==> src/rtl/fifo_drain_pkg.sv <==
// fifo_drain_pkg: shared types and constants for the two-source FIFO drain arbiter.
package fifo_drain_pkg;

  // Arbiter states: waiting for work, or holding a grant on one of the sources.
  typedef enum logic [1:0] {
    IDLE   = 2'd0,
    GRANT0 = 2'd1,
    GRANT1 = 2'd2
  } state_t;

  // Source identifiers carried on m_src.
  localparam logic SRC0 = 1'b0;
  localparam logic SRC1 = 1'b1;

endpackage

==> src/rtl/fifo_drain_arb_out.sv <==
// drain_out_reg: single-entry output register (data, source id, last flag).
// The slot is free when it is empty or its current beat is taken this cycle,
// which lets a new beat load in the same cycle the old one is handed off.
module drain_out_reg
  import fifo_drain_pkg::*;
#(
  parameter int WIDTH = 32
) (
  input  logic             clk,
  input  logic             rst_n,
  input  logic             i_load,
  input  logic [WIDTH-1:0] i_data,
  input  logic             i_src,
  input  logic             i_last,
  input  logic             i_ready,
  output logic             o_valid,
  output logic [WIDTH-1:0] o_data,
  output logic             o_src,
  output logic             o_last,
  output logic             o_slot_free
);

  logic             r_valid;
  logic [WIDTH-1:0] r_data;
  logic             r_src;
  logic             r_last;

  // Load a new beat when one is accepted; otherwise empty the slot once taken.
  always_ff @(posedge clk or negedge rst_n) begin
    if (!rst_n) begin
      r_valid <= 1'b0;
      r_data  <= '0;
      r_src   <= SRC0;
      r_last  <= 1'b0;
    end else if (i_load) begin
      r_valid <= 1'b1;
      r_data  <= i_data;
      r_src   <= i_src;
      r_last  <= i_last;
    end else if (i_ready) begin
      r_valid <= 1'b0;
    end
  end

  assign o_valid     = r_valid;
  assign o_data      = r_data;
  assign o_src       = r_src;
  assign o_last      = r_last;
  assign o_slot_free = !r_valid || i_ready;

endmodule

==> src/rtl/fifo_drain_arb.sv <==
// fifo_drain_arb: drains two FIFOs into one stream with round-robin grants of
// up to BURST_MAX beats, tagging each beat with its source and marking the
// final beat of a full burst.
// Optional feature macro: DRAIN_ARB_STATS_EN adds saturating per-source
// delivered-beat counters on stat_cnt0 / stat_cnt1.
module fifo_drain_arb
  import fifo_drain_pkg::*;
#(
  parameter int WIDTH     = 32,
  parameter int BURST_MAX = 4,
  parameter int CNT_W     = 16
) (
  input  logic             clk,
  input  logic             rst_n,
  input  logic             enable_signal,
  input  logic             s0_valid,
  input  logic [WIDTH-1:0] s0_data,
  output logic             s0_ready,
  input  logic             s1_valid,
  input  logic [WIDTH-1:0] s1_data,
  output logic             s1_ready,
  output logic             m_valid,
  output logic [WIDTH-1:0] m_data,
  output logic             m_src,
  output logic             m_last,
  input  logic             m_ready,
  output logic             busy
`ifdef DRAIN_ARB_STATS_EN
  ,
  output logic [CNT_W-1:0] stat_cnt0,
  output logic [CNT_W-1:0] stat_cnt1
`endif
);

  localparam int CNT_BW = $clog2(BURST_MAX + 1);
  localparam logic [CNT_BW-1:0] BURST_LIM = CNT_BW'(BURST_MAX);

  state_t            r_state;
  state_t            w_state_nxt;
  logic [CNT_BW-1:0] r_cnt;
  logic [CNT_BW-1:0] w_cnt_nxt;
  logic [CNT_BW-1:0] w_cnt_inc;
  logic              r_last_src;
  logic              w_last_src_nxt;
  logic              w_slot_free;
  logic              w_gnt_src;
  logic              w_gnt_valid;
  logic              w_oth_valid;
  logic              w_acc;
  logic              w_final;
  logic [WIDTH-1:0]  w_acc_data;

  // A zero-width counter or empty burst is not a meaningful configuration.
  if (BURST_MAX < 1 || CNT_W < 1) begin : g_bad_params
  end

  assign s0_ready = (r_state == GRANT0) && w_slot_free && enable_signal;
  assign s1_ready = (r_state == GRANT1) && w_slot_free && enable_signal;

  // Decode the granted source, the accept and whether it closes a full burst.
  always_comb begin
    w_gnt_src   = (r_state == GRANT1) ? SRC1 : SRC0;
    w_gnt_valid = (w_gnt_src == SRC1) ? s1_valid : s0_valid;
    w_oth_valid = (w_gnt_src == SRC1) ? s0_valid : s1_valid;
    w_acc_data  = (w_gnt_src == SRC1) ? s1_data  : s0_data;
    w_acc       = (s0_valid && s0_ready) || (s1_valid && s1_ready);
    w_cnt_inc   = r_cnt + CNT_BW'(1);
    w_final     = w_acc && (w_cnt_inc == BURST_LIM);
  end

  // Next grant, burst count and round-robin pointer.
  always_comb begin
    w_state_nxt    = r_state;
    w_cnt_nxt      = r_cnt;
    w_last_src_nxt = r_last_src;
    case (r_state)
      IDLE: begin
        w_cnt_nxt = '0;
        if (enable_signal) begin
          if (s0_valid && s1_valid) begin
            w_state_nxt = (r_last_src == SRC1) ? GRANT0 : GRANT1;
          end else if (s0_valid) begin
            w_state_nxt = GRANT0;
          end else if (s1_valid) begin
            w_state_nxt = GRANT1;
          end
        end
      end
      GRANT0, GRANT1: begin
        if (!enable_signal) begin
          w_state_nxt = IDLE;
          w_cnt_nxt   = '0;
        end else if (w_final || !w_gnt_valid) begin
          // Burst over: prefer the other source, else restart on this one.
          w_cnt_nxt      = '0;
          w_last_src_nxt = w_gnt_src;
          if (w_oth_valid) begin
            w_state_nxt = (w_gnt_src == SRC1) ? GRANT0 : GRANT1;
          end else if (w_gnt_valid) begin
            w_state_nxt = r_state;
          end else begin
            w_state_nxt = IDLE;
          end
        end else if (w_acc) begin
          w_cnt_nxt = w_cnt_inc;
        end
      end
      default: begin
        w_state_nxt = IDLE;
        w_cnt_nxt   = '0;
      end
    endcase
  end

  // Arbiter state register; source 0 wins the first contested grant after reset.
  always_ff @(posedge clk or negedge rst_n) begin
    if (!rst_n) begin
      r_state    <= IDLE;
      r_cnt      <= '0;
      r_last_src <= SRC1;
    end else begin
      r_state    <= w_state_nxt;
      r_cnt      <= w_cnt_nxt;
      r_last_src <= w_last_src_nxt;
    end
  end

  drain_out_reg #(
    .WIDTH (WIDTH)
  ) u_out (
    .clk         (clk),
    .rst_n       (rst_n),
    .i_load      (w_acc),
    .i_data      (w_acc_data),
    .i_src       (w_gnt_src),
    .i_last      (w_final),
    .i_ready     (m_ready),
    .o_valid     (m_valid),
    .o_data      (m_data),
    .o_src       (m_src),
    .o_last      (m_last),
    .o_slot_free (w_slot_free)
  );

  assign busy = (r_state != IDLE) || m_valid;

`ifdef DRAIN_ARB_STATS_EN
  logic [CNT_W-1:0] r_stat0;
  logic [CNT_W-1:0] r_stat1;

  // Count delivered beats per source, holding at all-ones.
  always_ff @(posedge clk or negedge rst_n) begin
    if (!rst_n) begin
      r_stat0 <= '0;
      r_stat1 <= '0;
    end else if (m_valid && m_ready) begin
      if (m_src == SRC0) begin
        if (r_stat0 != '1) r_stat0 <= r_stat0 + CNT_W'(1);
      end else begin
        if (r_stat1 != '1) r_stat1 <= r_stat1 + CNT_W'(1);
      end
    end
  end

  assign stat_cnt0 = r_stat0;
  assign stat_cnt1 = r_stat1;
`else
  // Statistics disabled: no counters and no statistics ports.
`endif

endmodule

==> config.mk <==
export PLATFORM = sky130hd
export DESIGN_NAME = fifo_drain_arb
export DESIGN_NICKNAME = d
export VERILOG_FILES = /design/src/rtl/fifo_drain_pkg.sv /design/src/rtl/fifo_drain_arb_out.sv /design/src/rtl/fifo_drain_arb.sv
export SDC_FILE = /design/constraint.sdc
export NUM_CORES = 1
export LEC_CHECK = 0
export CAP_MARGIN = 20
export CORE_MARGIN = 10
export CORE_UTILIZATION = 35
export CTS_BUF_LIST = sky130_fd_sc_hd__clkbuf_2
export DETAILED_ROUTE_END_ITERATION = 6
export HOLD_SLACK_MARGIN = 0.05
export PLACE_DENSITY_LB_ADDON = 0.12
export SYNTH_ARGS = -nofsm -noshare
export SYNTH_HDL_FRONTEND = slang
export SYNTH_HIERARCHICAL = 1
export SYNTH_SLANG_ARGS = --single-unit
==> constraint.sdc <==
create_clock -name clk -period 2.9 [get_ports clk]
set_input_delay 0.29 -clock clk [delete_from_list [all_inputs] [get_ports clk]]
set_output_delay 0.29 -clock clk [all_outputs]
set_load 0.01 [all_outputs]
==> results of run 1 <==
==> through the flow <==
step                      power [mW]  area, um2
after floorplan                 2.03       2340
after global placement          2.80       3460
after detailed placement        2.82       3460
after CTS                       3.07       3510
after global routing            3.22       3510
final                           3.01       3510
==> flip-flops by register name, summed over array words and instances, names as in the netlist <==
| register | flops |
|---|---|
| r_last_src | 1 |
| r_state | 2 |
| u_out/o_src | 1 |
| u_out/o_valid | 1 |
| r_cnt | 3 |
| u_out/o_data | 32 |
| u_out/o_last | 1 |
==> kinds of logic (layout without fill, tap and decap cells) <==
kind of cell    count (synthesis)  in the layout  synth area share
simple gates                   23             23            0.0528
fa+ha+maj                       6              6            0.0320
compound gates                 15             15            0.0496
buf+inv                        13            124            0.0491
flops                          41             41             0.438
mux                            69             69             0.378
==> timing repair <==
item / 4_1_cts / 5_1_grt
endpoints found under the setup margin: 0 / 0
hold buffers: 1 / 0
hold endpoints to repair: 40 / 0
resized for setup: 0 / 0
==> critical path: stages, from the launching register on <==
cell	delay (ps)
sky130_fd_sc_hd__dfrtp_1	450
sky130_fd_sc_hd__inv_1	110
sky130_fd_sc_hd__ha_2	220
sky130_fd_sc_hd__buf_4	270
sky130_fd_sc_hd__inv_1	120
sky130_fd_sc_hd__nor2_1	140
sky130_fd_sc_hd__clkdlybuf4s50_1	560
==> Yosys cell counts <==
master	count
sky130_fd_sc_hd__nor2_1	5
sky130_fd_sc_hd__clkbuf_1	1
sky130_fd_sc_hd__buf_2	2
sky130_fd_sc_hd__dfrtp_1	40
sky130_fd_sc_hd__dfstp_2	1
sky130_fd_sc_hd__inv_1	5
sky130_fd_sc_hd__nand2_1	4
sky130_fd_sc_hd__and3b_1	1
sky130_fd_sc_hd__a21o_1	1
sky130_fd_sc_hd__nand3_1	2
sky130_fd_sc_hd__o221a_4	1
sky130_fd_sc_hd__nor2_2	1
sky130_fd_sc_hd__mux2_4	30
sky130_fd_sc_hd__and3_1	1
sky130_fd_sc_hd__nor2b_1	2
sky130_fd_sc_hd__o211ai_1	1
sky130_fd_sc_hd__mux2i_1	2
sky130_fd_sc_hd__buf_12	3
sky130_fd_sc_hd__a211o_1	1
sky130_fd_sc_hd__o32a_1	1
sky130_fd_sc_hd__o22a_1	1
sky130_fd_sc_hd__o21ai_0	4
sky130_fd_sc_hd__ha_1	6
sky130_fd_sc_hd__buf_6	2
sky130_fd_sc_hd__nand3b_1	2
sky130_fd_sc_hd__mux2_2	37
sky130_fd_sc_hd__o22ai_1	1
sky130_fd_sc_hd__a22oi_2	1
sky130_fd_sc_hd__nand2b_1	5
sky130_fd_sc_hd__a21oi_1	3
==> cells in the final DEF, fill, tap and decap left out, types with 5 or more instances in the layout <==
master / count
sky130_fd_sc_hd__clkbuf_2: 8
sky130_fd_sc_hd__clkdlybuf4s50_1: 106
sky130_fd_sc_hd__dfrtp_1: 40
sky130_fd_sc_hd__ha_1: 5
sky130_fd_sc_hd__inv_1: 5
sky130_fd_sc_hd__mux2_2: 37
sky130_fd_sc_hd__mux2_4: 30
sky130_fd_sc_hd__nand2b_1: 5
==> metal layers <==
layer,share of wire,GRT usage,wire (um),vias up
met4,0.014,0.0369,85,0
li1,-,-,-,819
met3,0.086,0.0479,506,12
met2,0.50,0.197,2940,55
met5,0,0,0,-
met1,0.40,0.125,2360,826
==> cell type report <==
class / instances / area share
multi-input combinational: 113 / 0.346
sequential: 41 / 0.293
tap: 77 / 0.0275
timing repair buffer: 111 / 0.317
inverter: 5 / 0.00535
clock buffer: 8 / 0.0114
==> power groups by stage <==
stage,combinational [mW],sequential [mW],clock [mW]
after global placement,1.81,0.985,0
after CTS,1.83,0.983,0.257
after detailed placement,1.83,0.988,0
after global routing,1.92,1.02,0.279
final,1.79,0.977,0.249
after floorplan,0.942,1.09,0
==> final timing paths <==
kind                                  start                to  slack, ps  cells past startpoint
hold / removal                        rst_n        r_state[0]        480                      2
hold reg to reg            u_out/o_data[28]  u_out/o_data[28]        530                      1
setup reg to reg                 r_state[0]  u_out/o_data[28]        870                      6
max in group asynchronous             rst_n  u_out/o_data[28]       1830                      2
setup / recovery                 r_state[0]          s1_ready        350                      6
min in group clk           u_out/o_data[28]  u_out/o_data[28]        530                      1
==> parameters.txt, run 1 <==
Parameter                              Value

Place
  HPWL reported at the end of detailed placement    4.70 mm
  Post-placement cell count    346
  Post-Place Setup Slack    around 660 ps
  Placer Congestion    0.773
  Total of buffers placed on input and output ports    107

Final layout
  Area taken by flip-flops and latches    approximately 0.0010 mm2
  Net count, final    between 300 and 400
  Area of the multi-input gates    between 0.001 and 0.0015 mm2
  Share of final-layout standard cells stronger than drive strength 1    0.306
  Layout Utilization    0.546
  Filler cell count in the final layout    600
  Non-filler instance count after layout    between 300 and 400
  Number of antenna repair diodes    0
  Area growth from synthesis to layout    49.5%

STA
  Maximum operating frequency    around 0.39 GHz
  Transition time at the pin with the least slew margin    slightly below 900 ps
  Final hold violation count    0
  Crit path time final    about 2500 ps
  Max-slew headroom    0.421
  Layout Skew    approximately 34 ps
  Post-route worst setup slack    between 300 and 400 ps
  Setup repair after global routing missed its margin    false
  Setup violation total in the final timing report    0
  Worst hold margin    ~480 ps
  Setup TNS after final layout    0 ps
  Pins over their slew limit    0
  Ratio of final minimum period to clock period    0.879

Synthesis
  Fraction of the yosys area taken by sequential cells    0.438
  Post-synthesis instance area    0.00234 mm2
  Library cells used by synthesis    30
  Main area contributors after synthesis    sky130_fd_sc_hd__dfrtp_1 (43%), sky130_fd_sc_hd__mux2_4 (19%), sky130_fd_sc_hd__mux2_2 (18%)
  FF+latch count, synth    41
  Post-Syn Instances    about 170
  Syn. warnings    6
  Mapped Nets    around 240
  Top cell type by total area after synthesis    sky130_fd_sc_hd__dfrtp_1
  Area share of the largest cell type after synthesis    0.427
  Mean cell area of the mapped netlist    ~14 um2

Power
  Logic pwr share    0.593
  Portion of total power attributed to sequential cells    0.324
  Peak ir drop on the vdd network    0.392 mV
  Switching component of the power    ~0.97 mW
  Total power per unit cell area    around 860 mW/mm2
  Fraction of power spent switching nets    0.321
  Leakage power    about 1.5 nW
  Clock power share    0.083
  Internal power    approximately 2.0 mW

Routing
  Iter 0 DRT Violations    37
  Average via count per standard cell    roughly 4.8
  Number of vias in the routed layout    around 1.7k
  Remaining antenna violation count    0
  Routed wire per std cell    16.6 um
  Aggregate routed wire length    5.88 mm
  Total iterations of the first detailed-routing run    4
  Remaining DRCs    0

CTS
  Number of H-tree branching levels    2
  Clock root buffer master    sky130_fd_sc_hd__clkbuf_2
  TritonCTS buffer count    5
  Buffer levels on the longest clock path    2
  Number of sinks on the clock net    between 40 and 50
  Clock transition at the registers of the reported paths    220 ps
  TritonCTS clock tree    built
  Clock network latency to the later pin of the worst-skew pair    approximately 410 ps
  Buffers inserted during post-CTS setup optimization    0

Die
  Vertical die dimension    102 um
  Core region area    0.00642 mm2
  Die span in x    between 100 and 150 um
  Die Outline Area    slightly above 0.01 mm2
  Initial cell density of the core    0.365
  Num ports    approximately 110
  Row count    29

Critical path
  Worst Path Class, Setup    register to output port
  Arrival time worst endpoint    between 2000 and 2500 ps
  Nature of the critical path startpoint    register
  Data required time at the worst endpoint    about 2600 ps
  Sort of element at the end of the critical path    output port
  Highest fanout seen on the critical path    21

Global routing
  Tot GR Track Use    0.114
  Largest net degree at the start of global routing    42
  First-pass GRT wire length    between 9 and 10 mm
  Overflow after GRT    0
  Antenna violations before repair    0
  Number of global-route vias before repair    between 1.5k and 2k

Run status
  Result of the run    completed

Run
  Max-cap violation count    0

Min path
  Hold crit path type    primary input to async pin
Note: power is estimated with default switching activity, not from simulation.
==> run 2: changes to the inputs <==
--- a/config.mk
+++ b/config.mk
@@ -11,7 +11,8 @@
 export CTS_BUF_LIST = sky130_fd_sc_hd__clkbuf_2
 export DETAILED_ROUTE_END_ITERATION = 6
 export HOLD_SLACK_MARGIN = 0.05
-export PLACE_DENSITY_LB_ADDON = 0.12
+export PLACE_DENSITY_LB_ADDON = 0.2
+export REMOVE_ABC_BUFFERS = 1
 export SYNTH_ARGS = -nofsm -noshare
 export SYNTH_HDL_FRONTEND = slang
 export SYNTH_HIERARCHICAL = 1
==> constraint.sdc (replaced) <==
create_clock -name clk -period 2.9 [get_ports clk]
set_input_delay 0.29 -clock clk [delete_from_list [all_inputs] [get_ports clk]]
set_output_delay 0.29 -clock clk [all_outputs]
set_load 0.02 [all_outputs]
==> parameters.txt, run 2 (same netlist as run 1, synthesis figures left out) <==
Parameter                              Value

Routing
  Remaining DRCs    0 (unchanged)
  Iter 0 DRT Violations    53 (was 37)
  Routed wire per std cell    17.1 um (was 16.6 um)
  Aggregate routed wire length    6.06 mm (was 5.88 mm)
  Total iterations of the first detailed-routing run    4 (unchanged)
  Average via count per standard cell    4.72 (was 4.82)
  Number of vias in the routed layout    1,672 (was 1,712)
  Remaining antenna violation count    0 (unchanged)

Min path
  Worst Min Path Start    u_out/o_data[28]
  Hold crit path type    register to register (was primary input to async pin)

Power
  Portion of total power attributed to sequential cells    0.309 (was 0.324)
  Clock power share    0.074 (was 0.083)
  Internal power    2.02 mW (was 2.04 mW)
  Total power per unit cell area    915 mW/mm2 (was 859 mW/mm2)
  Logic pwr share    0.617 (was 0.593)
  Peak ir drop on the vdd network    0.432 mV (was 0.392 mV)
  Leakage power    1.46 nW (was 1.47 nW)
  Switching component of the power    1.18 mW (was 0.968 mW)
  Fraction of power spent switching nets    0.368 (was 0.321)

Critical path
  Nature of the critical path startpoint    register (unchanged)
  Worst Path Class, Setup    register to output port (unchanged)
  Maximum single-stage delay on the critical path    620 ps (was 560 ps)
  Sort of element at the end of the critical path    output port (unchanged)
  Slowest-stage cell, CP    sky130_fd_sc_hd__clkdlybuf4s50_1 (unchanged)
  Cell seen most often among critical-path stages    sky130_fd_sc_hd__inv_1 (unchanged)
  Critical register-to-register path startpoint    r_state[0] (unchanged)
  Arrival time worst endpoint    2230 ps (was 2260 ps)
  CP cell instances    inv_1 > ha_2 > inv_1 > nor2_1 > clkdlybuf4s50_1 (was inv_1 > ha_2 > buf_4 > inv_1 > nor2_1 > clkdlybuf4s50_1)
  Critical Path Start    r_state[0] (unchanged)
  Data required time at the worst endpoint    2610 ps (about the same)
  Highest fanout seen on the critical path    18 (was 21)

Global routing
  Tot GR Track Use    0.118 (was 0.114)
  Largest net degree at the start of global routing    42 (unchanged)
  Antenna violations before repair    0 (unchanged)
  First-pass GRT wire length    9.60 mm (was 9.48 mm)
  Number of global-route vias before repair    1,921 (was 1,889)
  Overflow after GRT    0 (unchanged)

CTS
  Buffers inserted during post-CTS setup optimization    0 (unchanged)
  Clock root buffer master    sky130_fd_sc_hd__clkbuf_2 (unchanged)
  Clock transition at the registers of the reported paths    190 ps (was 220 ps)
  Number of H-tree branching levels    2 (unchanged)
  TritonCTS buffer count    5 (unchanged)
  Buffer levels on the longest clock path    2 (unchanged)
  CTS resizes    0 (unchanged)
  TritonCTS clock tree    built (unchanged)
  Clock network latency to the later pin of the worst-skew pair    390 ps (was 410 ps)
  Number of sinks on the clock net    41 (unchanged)

Run status
  Result of the run    completed (unchanged)

STA
  Setup violation total in the final timing report    0 (unchanged)
  Setup repair after global routing missed its margin    false (unchanged)
  Post-route worst setup slack    379 ps (was 350 ps)
  Max-slew headroom    0.374 (was 0.421)
  Crit path time final    2520 ps (was 2550 ps)
  Ratio of final minimum period to clock period    0.869 (was 0.879)
  Final hold violation count    0 (unchanged)
  Transition time at the pin with the least slew margin    939 ps (was 868 ps)
  Pins over their slew limit    0 (unchanged)
  Layout Skew    9.73 ps (was 33.9 ps)
  Maximum operating frequency    0.397 GHz (was 0.392 GHz)

Place
  Placer Congestion    0.718 (was 0.773)
  Total of buffers placed on input and output ports    107 (unchanged)
  Post-Place Setup Slack    802 ps (was 657 ps)
  HPWL reported at the end of detailed placement    4.57 mm (was 4.70 mm)
  Post-placement cell count    345 (was 346)

Final layout
  Number of flip-flops in the largest register    32 (unchanged)
  Number of antenna repair diodes    0 (unchanged)
  Area growth from synthesis to layout    49.1% (was 49.5%)
  Non-filler instance count after layout    354 (was 355)
  Net count, final    352 (was 353)
  Top library cells by usage in the layout, fill and taps aside    sky130_fd_sc_hd__clkdlybuf4s50_1 (106), sky130_fd_sc_hd__dfrtp_1 (40), sky130_fd_sc_hd__mux2_2 (37), sky130_fd_sc_hd__mux2_4 (30) (was sky130_fd_sc_hd__clkdlybuf4s50_1 (106), sky130_fd_sc_hd__dfrtp_1 (40), sky130_fd_sc_hd__mux2_2 (37), sky130_fd_sc_hd__mux2_4 (30), sky130_fd_sc_hd__clkbuf_2 (8))
  Share of final-layout standard cells stronger than drive strength 1    0.296 (was 0.306)
  Most frequent standard cell in the layout excluding fill and tap cells    sky130_fd_sc_hd__clkdlybuf4s50_1 (unchanged)

Die
  Initial cell density of the core    0.365 (unchanged)
  Vertical die dimension    102 um (unchanged)
  Row count    29 (unchanged)
  Die span in x    102 um (unchanged)
  Die Outline Area    0.0104 mm2 (unchanged)
  Core region area    0.00642 mm2 (unchanged)
  Num ports    108 (unchanged)

Run
  Max-cap violation count    0 (unchanged)
-- run 2: cell count changes in the layout (fill, tap and decap cells not counted) --
cell / delta
sky130_fd_sc_hd__clkbuf_2: -3
sky130_fd_sc_hd__clkinv_1: +2
sky130_fd_sc_hd__buf_4: -1
sky130_fd_sc_hd__clkinv_2: +1
-- run 2: worst max-delay path: cells and delay by family (launching register included) --
family	cells	cell delay, ps
adder cells (fa/ha/maj)	1	440
buffers and inverters	3	840
flip-flops	1	440
AND/OR/NAND/NOR	1	120
-- run 2: power by group through the flow --
| stage | Clock (mW) | Sequential, mW | Combinational [mW] |
|---|---|---|---|
| 2_1_floorplan | 0 | 1.27 | 0.911 |
| 3_3_place_gp | 0 | 0.990 | 2.00 |
| 3_5_place_dp | 0 | 0.984 | 2.01 |
| 4_1_cts | 0.250 | 0.991 | 2.01 |
| 5_1_grt | 0.277 | 1.03 | 2.10 |
| 6_report | 0.236 | 0.989 | 1.98 |
-- run 2: cell type report --
cell class              count  area, um2
clock buffers               5       25.0
repair buffers            110       1100
well taps                  77       96.3
inverters                   5       18.8
flip-flops and latches     41       1030
fillers                   571       2930
clock inverters             3       12.5
multi-input cells         113       1210
-- run 2: stage by stage --
step	util	power, mW	setup TNS, ps	cell area (um2)	hold WS [ps]
after global routing	0.544	3.41	0	3500	562
after floorplan	-	2.18	-61530	2250	-5.59
after CTS	0.544	3.25	0	3500	540
final	0.544	3.20	0	3500	535
after detailed placement	0.537	3.00	0	3450	487
after global placement	0.537	2.99	0	3450	491
-- run 2: routing by layer --
| metal | vias up | global-route usage | part of all wire |
|---|---|---|---|
| met5 | - | 0 | 0 |
| met2 | 66 | 0.184 | 0.46 |
| met3 | 5 | 0.0722 | 0.12 |
| li1 | 812 | - | - |
| met4 | 0 | 0.0358 | 0.012 |
| met1 | 789 | 0.132 | 0.41 |
-- run 2: worst paths after layout --
kind	cells past startpoint	to	slack [ps]
min	1	u_out/o_data[28]	540
max	5	s1_ready	380
min reg2reg	1	u_out/o_data[28]	540
max reg2reg	6	u_out/o_data[29]	810
min in group asynchronous	2	u_out/o_data[9]	560
max in group asynchronous	2	r_state[0]	1770
-- run 2: what timing repair did --
action	4_1_cts	5_1_grt
endpoints found under the hold margin	40	0
hold buffers	1	0
setup endpoints to repair	0	0
==> run 3: changes to the inputs <==
--- a/config.mk
+++ b/config.mk
@@ -5,8 +5,7 @@
 export SDC_FILE = /design/constraint.sdc
 export NUM_CORES = 1
 export LEC_CHECK = 0
-export CAP_MARGIN = 20
-export CORE_MARGIN = 10
+export CORE_MARGIN = 4
 export CORE_UTILIZATION = 35
 export CTS_BUF_LIST = sky130_fd_sc_hd__clkbuf_2
 export DETAILED_ROUTE_END_ITERATION = 6
==> parameters.txt, run 3 (same netlist as run 1, synthesis figures left out) <==
Parameter                              Value

Routing
  Routed wire per std cell    14.9 um (was 17.1 um)
  Remaining DRCs    0 (unchanged)
  Average via count per standard cell    4.80 (was 4.72)
  Aggregate routed wire length    5.29 mm (was 6.06 mm)
  Total iterations of the first detailed-routing run    4 (unchanged)
  Remaining antenna violation count    0 (unchanged)
  Iter 0 DRT Violations    45 (was 53)
  Number of vias in the routed layout    1,703 (was 1,672)

Place
  Total cell area at the placement stage    0.00344 mm2 (was 0.00345 mm2)
  Placer Congestion    0.700 (was 0.718)
  Total of buffers placed on input and output ports    107 (unchanged)
  HPWL reported at the end of detailed placement    3.95 mm (was 4.57 mm)
  Post-Place Setup Slack    578 ps (was 802 ps)

Power
  Peak ir drop on the vdd network    0.546 mV (was 0.432 mV)
  Leakage power    1.46 nW (about the same)
  Sum of internal, switching and leakage power    3.19 mW (was 3.20 mW)
  Total power per unit cell area    912 mW/mm2 (was 915 mW/mm2)

CTS
  Clock root buffer master    sky130_fd_sc_hd__clkbuf_2 (unchanged)
  CTS resizes    0 (unchanged)
  Buffers inserted during post-CTS setup optimization    0 (unchanged)
  Number of sinks on the clock net    41 (unchanged)
  Buffer levels on the longest clock path    2 (unchanged)
  TritonCTS buffer count    5 (unchanged)
  Number of H-tree branching levels    2 (unchanged)
  Clock transition at the registers of the reported paths    230 ps (was 190 ps)
  Clock network latency to the later pin of the worst-skew pair    390 ps (about the same)
  TritonCTS clock tree    built (unchanged)

Global routing
  Number of global-route vias before repair    1,780 (was 1,921)
  First-pass GRT wire length    8.84 mm (was 9.60 mm)
  Antenna violations before repair    0 (unchanged)
  Tot GR Track Use    0.134 (was 0.118)
  Overflow after GRT    0 (unchanged)
  Largest net degree at the start of global routing    42 (unchanged)

Die
  Die Outline Area    0.00807 mm2 (was 0.0104 mm2)
  Initial cell density of the core    0.365 (unchanged)
  Vertical die dimension    89.9 um (was 102 um)
  Die span in x    89.9 um (was 102 um)
  Num ports    108 (unchanged)
  Row count    29 (unchanged)
  Core region area    0.00642 mm2 (unchanged)

Critical path
  Buf/Inv on CP    3 (unchanged)
  Data required time at the worst endpoint    2610 ps (about the same)
  Critical register-to-register path startpoint    r_state[0] (unchanged)
  Cell seen most often among critical-path stages    sky130_fd_sc_hd__inv_1 (unchanged)
  Minimum setup slack among reg-to-reg paths    640 ps (was 810 ps)
  CP cell instances    inv_1 > ha_2 > inv_1 > nor2_1 > clkdlybuf4s50_1 (unchanged)
  Endpoint of the most critical register-to-register path    u_out/o_data[29] (unchanged)
  Sort of element at the end of the critical path    output port (unchanged)
  Number of cell instances on the worst register-to-register path    6 (unchanged)
  Worst Path Class, Setup    register to output port (unchanged)
  Arrival time worst endpoint    2300 ps (was 2230 ps)
  Maximum single-stage delay on the critical path    620 ps (about the same)
  Highest fanout seen on the critical path    23 (was 18)
  Slowest-stage cell, CP    sky130_fd_sc_hd__clkdlybuf4s50_1 (unchanged)
  Nature of the critical path startpoint    register (unchanged)
  CP delay by family, top    buffers and inverters (unchanged)

Final layout
  Area growth from synthesis to layout    49.0% (was 49.1%)
  Most frequent standard cell in the layout excluding fill and tap cells    sky130_fd_sc_hd__clkdlybuf4s50_1 (unchanged)
  Non-Filler Cell Area, Final    0.00349 mm2 (was 0.00350 mm2)
  Number of flip-flops in the largest register    32 (unchanged)
  Layout Utilization    0.544 (about the same)
  Number of antenna repair diodes    0 (unchanged)
  Top library cells by usage in the layout, fill and taps aside    sky130_fd_sc_hd__clkdlybuf4s50_1 (106), sky130_fd_sc_hd__dfrtp_1 (40), sky130_fd_sc_hd__mux2_2 (37), sky130_fd_sc_hd__mux2_4 (30) (unchanged)
  Share of final-layout standard cells stronger than drive strength 1    0.299 (was 0.296)
  Net count, final    353 (was 352)

STA
  Setup violation total in the final timing report    0 (unchanged)
  Max-slew headroom    0.393 (was 0.374)
  Maximum operating frequency    0.386 GHz (was 0.397 GHz)
  Transition time at the pin with the least slew margin    911 ps (was 939 ps)
  Final hold violation count    0 (unchanged)
  Pins over their slew limit    0 (unchanged)
  Ratio of final minimum period to clock period    0.894 (was 0.869)
  Post-route worst setup slack    308 ps (was 379 ps)
  Setup repair after global routing missed its margin    false (unchanged)
  Layout Skew    30.9 ps (was 9.73 ps)
  Crit path time final    2590 ps (was 2520 ps)

Run status
  Result of the run    completed (unchanged)

Min path
  Hold crit path type    primary input to async pin (was register to register)

Run
  Max-cap violation count    0 (unchanged)
-- run 3: cell count changes in the layout (fill, tap and decap cells not counted) --
cell                       change
sky130_fd_sc_hd__inv_6         +1
sky130_fd_sc_hd__buf_4         +2
sky130_fd_sc_hd__clkinv_2      -1
sky130_fd_sc_hd__buf_12        -1
-- run 3: how the worst max path moves through the flow --
stage | start | end | slack [ps] | cells after the start
finish | r_state[0] | s1_ready | 310 | 5
detailed placement | r_state[0] | u_out/o_data[29] | 580 | 6
global placement | r_state[0] | u_out/o_data[28] | 650 | 6
CTS | r_state[0] | s1_ready | 230 | 5
global route | r_state[0] | s1_ready | 100 | 5
floorplan | r_state[0] | u_out/o_data[28] | -1710 | 5
-- run 3: repair_timing --
action,CTS,global route
hold buffers,1,0
setup endpoints to repair,0,0
endpoints found under the hold margin,40,0
-- run 3: cell type report --
type                    count  area, um2
fillers                   561       2930
multi-input cells         113       1210
repair buffers            111       1100
flip-flops and latches     41       1030
well taps                  77       96.3
clock buffers               5       25.0
inverters                   5       18.8
clock inverters             3       16.3
-- run 3: through the flow --
step / hold WS [ps] / instances / setup TNS [ps]
finish: 525 / 355 / 0
global route: 556 / 355 / 0
CTS: 543 / 355 / 0
detailed placement: 485 / 346 / 0
global placement: 477 / 346 / 0
floorplan: -5.59 / 159 / -61530
-- run 3: layer usage --
layer,up-vias,track usage,wire (um)
met5,-,0,0
met4,0,0.0306,44
met3,8,0.0543,475
met2,69,0.215,2400
met1,813,0.170,2380
li1,813,-,-
-- run 3: where the power goes --
group / internal, mW / switching, mW / total [mW] / leakage, nW
clock: 0.0576 / 0.197 / 0.254 / 0.0284
combinational: 1.13 / 0.816 / 1.95 / 0.933
sequential: 0.831 / 0.151 / 0.982 / 0.499
